$ cat config.mk
export PLATFORM = sky130hd
export DESIGN_NAME = imem_fetch_ctrl
export DESIGN_NICKNAME = d
export VERILOG_FILES = /design/src/rtl/imem_fetch_pkg.sv /design/src/rtl/fetch_skid_buf.sv /design/src/rtl/imem_fetch_ctrl.sv
export SDC_FILE = /design/constraint.sdc
export NUM_CORES = 1
export LEC_CHECK = 0
export CORE_MARGIN = 3
export CORE_UTILIZATION = 35
export DETAILED_ROUTE_END_ITERATION = 6
export GPL_TIMING_DRIVEN = 0
export PLACE_DENSITY = 0.6
export SKIP_CTS_REPAIR_TIMING = 1
export SLEW_MARGIN = 40
export SYNTH_ARGS = -nofsm -noshare
export SYNTH_HDL_FRONTEND = slang
export SYNTH_SLANG_ARGS = --single-unit
$ cat constraint.sdc
create_clock -name clk -period 9.6 [get_ports clk]
set_input_delay 0.96 -clock clk [delete_from_list [all_inputs] [get_ports clk]]
set_output_delay 0.96 -clock clk [all_outputs]
set_load 0.005 [all_outputs]
$ cat src/rtl/imem_fetch_pkg.sv
// Shared types and constants for the instruction fetch sequencer.
// Used by imem_fetch_ctrl and fetch_skid_buf.
package imem_fetch_pkg;

    typedef enum logic [1:0] {
        INIT,
        RUN,
        HALT,
        FAULT
    } fetch_state_t;

    localparam logic [31:0] PC_STEP    = 32'd4;
    localparam logic [31:0] INSTR_HALT = 32'h0;

    typedef struct packed {
        logic [31:0] pc;
        logic [31:0] instr;
    } fetch_entry_t;

endpackage

$ cat src/rtl/fetch_skid_buf.sv
// Two-entry FIFO holding fetched {pc, instr} pairs for decode.
// Flush has priority over push and pop.
module fetch_skid_buf
    import imem_fetch_pkg::*;
(
    input  logic         clk,
    input  logic         reset,
    input  logic         push,
    input  logic         pop,
    input  logic         flush,
    input  fetch_entry_t din,
    output logic [1:0]   count,
    output fetch_entry_t head
);

    fetch_entry_t mem_q [2];
    logic         rd_q;
    logic         wr;
    logic         do_pop;

    assign do_pop = pop && (count != 2'd0);
    // Tail slot: rd for count 0/2, the other slot for count 1.
    assign wr     = rd_q ^ count[0];
    assign head   = mem_q[rd_q];

    always_ff @(posedge clk) begin
        if (!reset || flush) begin
            count <= 2'd0;
            rd_q  <= 1'b0;
        end else begin
            if (push) begin
                mem_q[wr] <= din;
            end
            if (do_pop) begin
                rd_q <= ~rd_q;
            end
            count <= count + 2'(push) - 2'(do_pop);
        end
    end

endmodule

$ cat src/rtl/imem_fetch_ctrl.sv
// Fetch sequencer: owns the PC, captures words into a 2-entry buffer.
// Optional FETCH_PERF_CNT_EN adds fetch/stall/flush counters.
module imem_fetch_ctrl
    import imem_fetch_pkg::*;
#(
    parameter logic [31:0] RESET_PC  = 32'h0000_0000,
    parameter int unsigned MEM_BYTES = 32
) (
    input  logic        clk,
    input  logic        reset,
    output logic [31:0] imem_addr,
    input  logic [31:0] imem_rdata,
    input  logic        redirect_valid,
    input  logic [31:0] redirect_pc,
    output logic        if_valid,
    input  logic        if_ready,
    output logic [31:0] if_pc,
    output logic [31:0] if_instr,
    output logic        halted,
    output logic        fault
`ifdef FETCH_PERF_CNT_EN
    ,
    output logic [31:0] perf_fetch_cnt,
    output logic [31:0] perf_stall_cnt,
    output logic [15:0] perf_flush_cnt
`endif
);

    fetch_state_t state_q, state_d;
    logic [31:0]  pc_q, pc_d;
    logic [1:0]   count;
    fetch_entry_t head;
    fetch_entry_t din;
    logic         redir;
    logic         pop;
    logic         space;
    logic         fetch;
    logic         bad_pc;
    logic         push;

    assign redir  = redirect_valid && (state_q != INIT);
    assign pop    = if_valid && if_ready;
    assign space  = (count != 2'd2) || pop;
    assign fetch  = (state_q == RUN) && !redir && space;
    // 33-bit sum so a PC near 2^32 cannot wrap past the range check.
    assign bad_pc = (pc_q[1:0] != 2'b00)
                 || (({1'b0, pc_q} + 33'd3) >= 33'(MEM_BYTES));
    assign din    = '{pc: pc_q, instr: imem_rdata};

    always_ff @(posedge clk) begin
        if (!reset) begin
            state_q <= INIT;
            pc_q    <= RESET_PC;
        end else begin
            state_q <= state_d;
            pc_q    <= pc_d;
        end
    end

    always_comb begin
        state_d = state_q;
        pc_d    = pc_q;
        push    = 1'b0;
        if (redir) begin
            state_d = RUN;
            pc_d    = redirect_pc;
        end else if (state_q == INIT) begin
            state_d = RUN;
        end else if (fetch) begin
            if (bad_pc) begin
                state_d = FAULT;
            end else if (imem_rdata == INSTR_HALT) begin
                state_d = HALT;
            end else begin
                push = 1'b1;
                pc_d = pc_q + PC_STEP;
            end
        end
    end

    fetch_skid_buf u_buf (
        .clk   (clk),
        .reset (reset),
        .push  (push),
        .pop   (pop),
        .flush (redir),
        .din   (din),
        .count (count),
        .head  (head)
    );

    assign imem_addr = pc_q;
    assign if_valid  = (count != 2'd0);
    assign if_pc     = head.pc;
    assign if_instr  = head.instr;
    assign halted    = (state_q == HALT);
    assign fault     = (state_q == FAULT);

`ifdef FETCH_PERF_CNT_EN
    always_ff @(posedge clk) begin
        if (!reset) begin
            perf_fetch_cnt <= 32'd0;
            perf_stall_cnt <= 32'd0;
            perf_flush_cnt <= 16'd0;
        end else begin
            if (push && (perf_fetch_cnt != '1)) begin
                perf_fetch_cnt <= perf_fetch_cnt + 32'd1;
            end
            if ((state_q == RUN) && (count == 2'd2) && !pop
                && (perf_stall_cnt != '1)) begin
                perf_stall_cnt <= perf_stall_cnt + 32'd1;
            end
            if (redir && (count != 2'd0) && (perf_flush_cnt != '1)) begin
                perf_flush_cnt <= perf_flush_cnt + 16'd1;
            end
        end
    end
`endif

endmodule

# Word level (Yosys, flattened, before mapping)
# Memory sizes are Yosys's and may differ from the RTL's. A register that Yosys moved wholly into a read port is not among the register bits.
# Index checks and enable logic that the tools add are counted.
# totals
n_memories,1
mem_bits_rw,128
wordCells,64
ff_bits,37
out_inout_bits,99
# op_classes
bitwise,3
n_eq_ne,7
n_lt_le_gt_ge,1
add_sub_neg,4
muxes,20
n_reduce_logical,23
# memory_table
name,words,width,rd,rd_clocked_by_memory_dff,wr,line_no,rtl
u_buf.mem_q,2,64,1,1,1,fetch_skid_buf.sv:16,fetch_entry_t mem_q [2];
# ops
operator,count
$mux 32,5
$add 32x2->33 const B,1
$ge 33x6->1 const B,1
$add 32x3->32 const B,1
$logic_not 32->1,1
$mux 1,13
$reduce_bool 2->1,5
$ne 2x2->1 const B,4
$logic_and 1x1->1,5
$eq 2x2->1 const B,2
$mux 2,2
$reduce_and 2->1,2
$reduce_and 4->1,1
$reduce_bool 4->1,1
$logic_or 1x1->1,3
$reduce_bool 3->1,1
$reduce_or 3->1,1
$add 2x1->2,1
$eq 2x1->1 const B,1
$logic_not 1->1,2
$logic_not 2->1,1
$not 1->1,2
$sub 2x1->2,1
$xor 1x1->1,1

# Logic depth before layout (Yosys ltp)
# Gate-level depths: netlist (run 1).
# depth
word_depth,11
mapped_depth,11

# Cells and area by module
# Synthesis (run 1) repeated with hierarchy kept, for this count alone.
# unflattened
cells_unflattened,483
hier_area_um2,7151.9
# by_module_without_submodules
module,area_each_um2,instances,seq_area_each_um2,cells_each
fetch_skid_buf,5141.2,1,3923.8,219
imem_fetch_ctrl,2010.7,1,680.7,264

# Least setup slack after synthesis (run 1)
# Ideal clock, no wire load.
# synth_path
kind,reg-to-reg
startpoint,"register pc_q[2], in the netlist imem_addr[2]"
endpoint,memory u_buf.mem_q[1][0] (netlist name) (enable)
setup_time_ps,578
arrival_ps,7340
stages_incl_launch_ff,8
path_buffers,0
synth_period_minus_slack_ps,7918
path_slack_ps,1682
path_cell_list,dfxtp_1 ha_1 and4_4 or4b_4 or4_1 a2111o_1 nor4b_4 nor3b_1
# synth_between
elab_chain_cells,10
# synth_lines
element,line_no,rtl
from (decl),imem_fetch_ctrl.sv:30,"logic [31:0] pc_q, pc_d;"
from (signal assigned),imem_fetch_ctrl.sv:56,pc_q <= pc_d;
$add 32x2->33,imem_fetch_ctrl.sv:47,"|| (({1'b0, pc_q} + 33'd3) >= 33'(MEM_BYTES));"
$ge 33x6->1,imem_fetch_ctrl.sv:47,
$logic_or 1x1->1,imem_fetch_ctrl.sv:47,
$mux 1,imem_fetch_ctrl.sv:70,if (bad_pc) begin
$mux 1,imem_fetch_ctrl.sv:69,end else if (fetch) begin
$mux 1,imem_fetch_ctrl.sv:67,end else if (state_q == INIT) begin
$mux 1,imem_fetch_ctrl.sv:64,if (redir) begin
$mux 1,fetch_skid_buf.sv:31,if (push) begin
$mux 1,fetch_skid_buf.sv:27,if (!reset || flush) begin
$mux 1 (not written as such),fetch_skid_buf.sv:32,mem_q[wr] <= din;
to (decl),fetch_skid_buf.sv:16,
# Every way passes these cells.

# Final worst setup path (run 1)
# layout_path
startpoint,"register pc_q[14], in the netlist imem_addr[14]"
endpoint,memory u_buf.mem_q[1][14] (netlist name) (enable)
# Same word-level chain as after synthesis.

==> impl_results.md, run 1 <==
* Status: finished clean
* Setup repair after global routing missed its margin: no
* Crit path time final at 4.69 ns
* EDFF count, synth at 128
* Initial Utilization at 0.358
* WL met3 at 1030 um
* Syn Inst Count at 511
* WS Path Type: flip-flop to flip-flop
* Total die area at 21800 um^2
* Post-route cell area at 9780 um^2
* Main combinational cell family by area after synthesis: simple AND/OR/NAND/NOR gates
* TritonCTS clock tree: yes
* Initial drt markers at 265
* Max clock buf depth at 2
* Crit path from: imem_addr[14]
* Crit path to: u_buf.mem_q[1][14]
* Reg-to-reg endpoint: u_buf.mem_q[1][14]
* Top_reg_cell synth: edfxtp_1
* Post-synthesis mux area share at 0.103
* DR vias at 4923
* Syn Nets at 582
* Worst EP required at 9.73 ns
* Total Wirelength at 18000 um
* #FFs+latches synth at 166
* # nets final at 779
* Grt ovf at 0
* DR DRC count at 0
* Post-Route Setup TNS at 0 ns
* Register area share after synthesis at 0.656
* Global Route Usage Sum at 0.166
* CP Data Arrival Time at 4.82 ns
* Rows at 51
* Clock Skews at 0.0109 ns
* Compound-gate portion of the synthesized area at 0.0774
* Die Wd at 148 um
* Final RePlAce weighted congestion at 0.860
* Final worst slack at 4.91 ns
* Via density at 5.00
* Peak supply drop at 0.112 mV
* Fmax at 0.213 GHz
* Antenna diodes at 0
* YS warnings at 0
* Library cells used by synthesis at 59
* Worst Setup Start Kind: flip-flop
* Largest net degree at the start of global routing at 26
* CP endpoint kind: flip-flop
* Total CTS buffers at 17
* Worst Reg-to-Reg Cells at 12
* Clk Latency, worst-skew pair at 0.42 ns
* Adder-cell area share of the yosys netlist at 0.00535
* Max-slew headroom at 0.491
* DP Wirelength at 13500 um
* Number of filler cells placed in the layout at 1757
* Max layer used: met4
* DRT met1 WL at 7980 um
* Pre-antenna DRT Iters at 5
* Core area at 19600 um^2
* Pwr per Cell Area at 170 nW/um^2
* Most frequent cells in the layout: clkdlybuf4s50_1, edfxtp_1, nand2_1, mux2_2, dfxtp_1
* Number of global-route vias before repair at 5093
* Internal reg-to-reg setup slack at 4.91 ns
* Layout cell share with drive strength beyond 1 at 0.179
* Area grow syn2layout at 39.3%
* Clock Tree Root: clkbuf_16
* IO Pins at 167
* WL met2 at 8730 um
* Worst hold path type: flip-flop to flip-flop
* Post-placement worst setup slack at 4.89 ns
* Tot Pwr at 1.66 mW
* Final worst path period share at 0.488
* Netlist Area Pre-Place at 7020 um^2
* Count of final setup violators at 0
* DP Area at 9130 um^2
* Xor and xnor area share after synthesis at 0.0112
* Synth async-reset ratio at 0
* Worst Max-Slew Pin Slew at 0.758 ns
* Post-Synth Simple-Gate Area at 0.132
* Routed length per placed instance at 18.3 um
* Static leakage at 3.21 nW
* Crit path max fanout at 9
* H-tree levels at 4
* Final Hold Viols at 0
* Port-buffer cells at 165
* Pins Over Slew Limit at 0
* Initial antenna violation count at 0
* Antenna Violating Nets Remaining at 0
* Commonest non-fill, non-tap cell in the layout: clkdlybuf4s50_1
* Die height at 148 um
* TritonCTS Sinks at 166
* MaxCap Viol Count at 0
* Worst-path clk slew at 0.07 ns
* First-pass GRT wire length at 28500 um
* Hold Slack at 0.495 ns
* Mean Syn Cell Area at 13.7 um^2
* FF-to-FF Start: imem_addr[14]
[critical path, cell delays in order (launching register included)]
cell and delay [ns]:
dfxtp_1 0.37, clkbuf_1 0.34, nand3_1 0.37, o41a_1 0.47, a2111oi_0 0.49, o211ai_1 0.19
a2111o_1 0.45, nor4b_4 0.36, nor3b_2 0.51, buf_4 0.26, buf_2 0.24, buf_4 0.19
buf_4 0.16
[cell type report]
class	instances	area (um^2)	share of cell area
buffer	24	97.6	0.00998
clock buffer	18	429	0.0439
clock inverter	13	221	0.0227
inverter	3	11.3	0.00115
multi-input combinational	318	2320	0.237
sequential	166	4600	0.471
tap	265	332	0.0339
timing repair buffer	178	1760	0.180
[cell families (layout without fill, tap and decap cells)]
kind of cell             count (synthesis)  count (layout)
AND/OR/NAND/NOR                        170             170
flip-flops                             166             166
AO/OA/AOI/OAI                           72              72
multiplexers                            64              64
buffers and inverters                   27             236
XOR/XNOR                                 9               9
adder cells (fa/ha/maj)                  3               3
[through the flow]
stage | util | instances
4_1_cts | 0.499 | 985
3_3_place_gp | 0.459 | 941
6_report | 0.499 | 985
5_1_grt | 0.499 | 985
3_5_place_dp | 0.466 | 954
2_1_floorplan | - | 511
[state kept, by name, indices dropped and copies added, names as in the netlist, named ones only]
register / count
u_buf.mem_q: 128
u_buf.count: 2
state_q: 2
imem_addr: 32
u_buf.rd_q: 1
[Yosys cell counts, types with 3 or more instances]
| cell type | n | area share |
|---|---|---|
| mux2_2 | 64 | 0.10 |
| and3_1 | 4 | 0.0036 |
| edfxtp_1 | 128 | 0.55 |
| or2_2 | 3 | 0.0027 |
| nand3_1 | 8 | 0.0057 |
| o31a_1 | 3 | 0.0037 |
| dfxtp_1 | 38 | 0.11 |
| and2_1 | 4 | 0.0036 |
| a31oi_1 | 3 | 0.0027 |
| nand2_1 | 71 | 0.038 |
| ha_1 | 3 | 0.0054 |
| nor4_1 | 19 | 0.017 |
| a41oi_1 | 3 | 0.0037 |
| a21oi_1 | 7 | 0.0050 |
| buf_2 | 3 | 0.0021 |
| nand4_1 | 12 | 0.011 |
| inv_1 | 3 | 0.0016 |
| and4_1 | 4 | 0.0050 |
| clkbuf_1 | 19 | 0.010 |
| xnor2_1 | 7 | 0.0087 |
| nor2_1 | 17 | 0.0091 |
| o21ai_0 | 8 | 0.0057 |
| nor3_1 | 6 | 0.0043 |
| nor3b_1 | 3 | 0.0032 |
| a21boi_0 | 28 | 0.030 |
[report_power, final]
| part | internal [mW] | switching [mW] | leakage (nW) |
|---|---|---|---|
| combinational | 0.0634 | 0.0486 | 1.40 |
| clock | 0.466 | 0.284 | 0.307 |
| sequential | 0.782 | 0.0177 | 1.50 |
[routing by layer]
metal	vias to the layer above	global-route usage
met3	19	0.0423
li1	2361	-
met4	0	0.0471
met2	158	0.276
met5	-	0
met1	2385	0.218
[worst min path at each step]
stage / to / from / cells after the start
after global placement: u_buf.mem_q[0][57] / imem_addr[25] / 0
after CTS: u_buf.mem_q[0][51] / imem_addr[19] / 0
after detailed placement: u_buf.mem_q[0][51] / imem_addr[19] / 0
after floorplan: u_buf.mem_q[0][49] / imem_addr[17] / 0
final: u_buf.mem_q[0][51] / imem_addr[19] / 0
after global routing: u_buf.mem_q[0][51] / imem_addr[19] / 0
(Power assumes the default switching activity.)
==> run 2, diff against run 1 <==
--- a/config.mk
+++ b/config.mk
@@ -9,7 +9,7 @@
 export CORE_UTILIZATION = 35
 export DETAILED_ROUTE_END_ITERATION = 6
 export GPL_TIMING_DRIVEN = 0
-export PLACE_DENSITY = 0.6
+export PLACE_DENSITY = 0.62
 export SKIP_CTS_REPAIR_TIMING = 1
 export SLEW_MARGIN = 40
 export SYNTH_ARGS = -nofsm -noshare
==> constraint.sdc (replaced) <==
create_clock -name clk -period 3.85 [get_ports clk]
set_input_delay 0.385 -clock clk [delete_from_list [all_inputs] [get_ports clk]]
set_output_delay 0.385 -clock clk [all_outputs]
set_load 0.005 [all_outputs]
==> run 2 against run 1 <==
Net effect:
- combinational power rose to 2.5 times the previous value
- largest cell class unchanged
- critical path type unchanged
- worst setup slack worse by 4.8 ns
- maximum frequency grew 25%
- global-route usage is 0.070 points lower
- largest power group unchanged
- clock power increased by 130%
- first-iteration DRC count grew 7.9%
- cell area up 1.7%
- critical path depth unchanged
- critical endpoint is now u_buf.mem_q[1][8]
==> impl_results.md, run 2 (same netlist as run 1, synthesis figures left out) <==
* Combinational share of power at 0.070 (+0.003)
* Total CTS buffers at 17 (unchanged)
* DR DRC count at 0 (unchanged)
* Post-Route Setup TNS at 0 ns (unchanged)
* Most frequent cells in the layout: clkdlybuf4s50_1, edfxtp_1, nand2_1, mux2_2, a21boi_0
* Antenna diodes at 0 (unchanged)
* Total Wirelength at 18500 um (+3.0%)
* DP Wirelength at 13400 um (-0.59%)
* Max clock buf depth at 2 (unchanged)
* Clock Skews at 0.00799 ns (-0.00294 ns)
* Number of global-route vias before repair at 5117 (+0.47%)
* Core area at 19600 um^2 (unchanged)
* DP Area at 9130 um^2 (about the same)
* Layout cell share with drive strength beyond 1 at 0.225 (+0.0458)
* Clock Tree Root: clkbuf_16
* Grt ovf at 0 (unchanged)
* Pre-antenna DRT Iters at 4 (-1)
* Worst hold path type: flip-flop to flip-flop
* Pwr per Cell Area at 407 nW/um^2 (+140%)
* CP Data Arrival Time at 3.86 ns (-0.96 ns)
* CP endpoint kind: flip-flop
* Cell Int Power at 3.15 mW (+140%)
* Final Hold Viols at 0 (unchanged)
* H-tree levels at 4 (unchanged)
* Routed length per placed instance at 18.6 um (+2.1%)
* Rows at 51 (unchanged)
* Via density at 5.06 (+1.2%)
* Commonest non-fill, non-tap cell in the layout: clkdlybuf4s50_1
* Peak supply drop at 0.280 mV (+150%)
* MaxCap Viol Count at 0 (unchanged)
* Crit path time final at 3.74 ns (-0.952 ns)
* TritonCTS Sinks at 166 (unchanged)
* Antenna Violating Nets Remaining at 0 (unchanged)
* Initial Utilization at 0.358 (unchanged)
* CP max stage cell: or4_1
* DR vias at 5026 (+2.1%)
* CP dominant cell by count: buf_6
* # nets final at 787 (+1.0%)
* Crit path max fanout at 9 (unchanged)
* Largest net degree at the start of global routing at 37 (+42%)
* Clk Latency, worst-skew pair at 0.42 ns (about the same)
* Final worst slack at 0.113 ns (-4.80 ns)
* Worst Setup Start Kind: flip-flop
* WS Path Type: flip-flop to flip-flop
* IO Pins at 167 (unchanged)
* Net switching power figure at 0.893 mW (+150%)
* Post-Layout Cell Count at 994 (+0.91%)
* Fmax at 0.268 GHz (+25%)
* Post-placement worst setup slack at -0.759 ns (-5.65 ns)
* Crit path cell chain: nand4_4 > or4_1 > buf_2 > o31a_1 > a211oi_1 > nand4_2 > nor4b_4 > buf_4 > nor3b_4 > buf_12 > buf_6 > buf_6
* Port-buffer cells at 165 (unchanged)
* Cell total after placement at 949 (-0.52%)
* Final RePlAce weighted congestion at 0.871 (+1.2%)
* Max reg flops at 128 (unchanged)
* Global Route Usage Sum at 0.166 (-0.000701)
* Count of final setup violators at 0 (unchanged)
* Sequential power share at 0.495 (+0.014)
* Initial drt markers at 286 (+7.9%)
* Top reg by flops: u_buf.mem_q
* Worst-path clk slew at 0.06 ns (about the same)
* Total die area at 21800 um^2 (unchanged)
* Die height at 148 um (unchanged)
* Pins Over Slew Limit at 0 (unchanged)
* Die Wd at 148 um (unchanged)
* CP max stage delay at 0.53 ns (+0.02 ns)
* Post-route cell area at 9940 um^2 (+1.7%)
* Clock Power Share at 0.435 (-0.016)
* Worst EP required at 3.98 ns (-5.75 ns)
* Max-slew headroom at 0.472 (-0.0196)
* Sw Share at 0.221 (+0.00976)
* TritonCTS clock tree: yes
* First-pass GRT wire length at 28200 um (-1.2%)
* Area grow syn2layout at 41.6%
* Number of filler cells placed in the layout at 1707 (-2.8%)
* Static leakage at 3.29 nW (+2.6%)
* Initial antenna violation count at 1 (+1)
* Final worst path period share at 0.971 (+0.482)
* Status: finished clean
* Worst Max-Slew Pin Slew at 0.787 ns (+0.0291 ns)
[run 2: power by group through the flow]
| stage | Sequential, mW | Combinational (mW) | Clock [mW] |
|---|---|---|---|
| final | 2.00 | 0.285 | 1.76 |
| after global routing | 2.00 | 0.307 | 1.88 |
| after CTS | 1.99 | 0.285 | 1.80 |
| after detailed placement | 2.03 | 0.283 | 0 |
| after global placement | 2.03 | 0.278 | 0 |
| after floorplan | 2.02 | 0.114 | 0 |
[run 2: worst paths after layout]
path                 startpoint                  to  slack [ns]  cells past startpoint
setup / recovery   imem_addr[7]   u_buf.mem_q[1][8]        0.11                     12
hold / removal    imem_addr[12]  u_buf.mem_q[0][44]        0.47                      0
setup reg to reg   imem_addr[7]   u_buf.mem_q[1][8]        0.11                     12
hold reg to reg   imem_addr[12]  u_buf.mem_q[0][44]        0.47                      0
[run 2: critical path: cells and delay by family, from the launching register on]
kind / cells / cell delay (ns)
AND/OR/NAND/NOR: 5 / 1.56
buffers and inverters: 5 / 0.82
flip-flops: 1 / 0.47
AO/OA/AOI/OAI: 2 / 0.57
[run 2: routing by layer]
metal / global-route usage / vias to the layer above / share of wire
li1: - / 2383 / -
met1: 0.209 / 2440 / 0.44
met2: 0.279 / 181 / 0.48
met3: 0.0469 / 20 / 0.064
met4: 0.0485 / 2 / 0.014
met5: 0 / - / 0.00038
[run 2: final cells by class]
| class | instances | area [um^2] | share of cell area |
|---|---|---|---|
| multi-input cells | 319 | 2390 | 0.241 |
| clock buffers | 17 | 425 | 0.0428 |
| repair buffers | 188 | 1860 | 0.187 |
| inverters | 3 | 11.3 | 0.00113 |
| well taps | 265 | 332 | 0.0334 |
| plain buffers | 21 | 92.6 | 0.00932 |
| clock inverters | 15 | 195 | 0.0196 |
| flip-flops and latches | 166 | 4630 | 0.466 |
[run 2: stage by stage]
step                 util  hold WS (ns)  power, mW
floorplan               -         0.451       2.13
global placement    0.462         0.451       2.31
detailed placement  0.466         0.454       2.32
CTS                 0.498         0.451       4.08
global route        0.507         0.483       4.19
finish              0.507         0.471       4.04
==> run 3, diff against run 2 <==
--- a/config.mk
+++ b/config.mk
@@ -5,6 +5,8 @@
 export SDC_FILE = /design/constraint.sdc
 export NUM_CORES = 1
 export LEC_CHECK = 0
+export ABC_CLOCK_PERIOD_IN_PS = 3850
+export CAP_MARGIN = 20
 export CORE_MARGIN = 3
 export CORE_UTILIZATION = 35
 export DETAILED_ROUTE_END_ITERATION = 6
==> results of run 3 <==
Same layout as run 2: the final DEF is identical, and so are final timing and power.
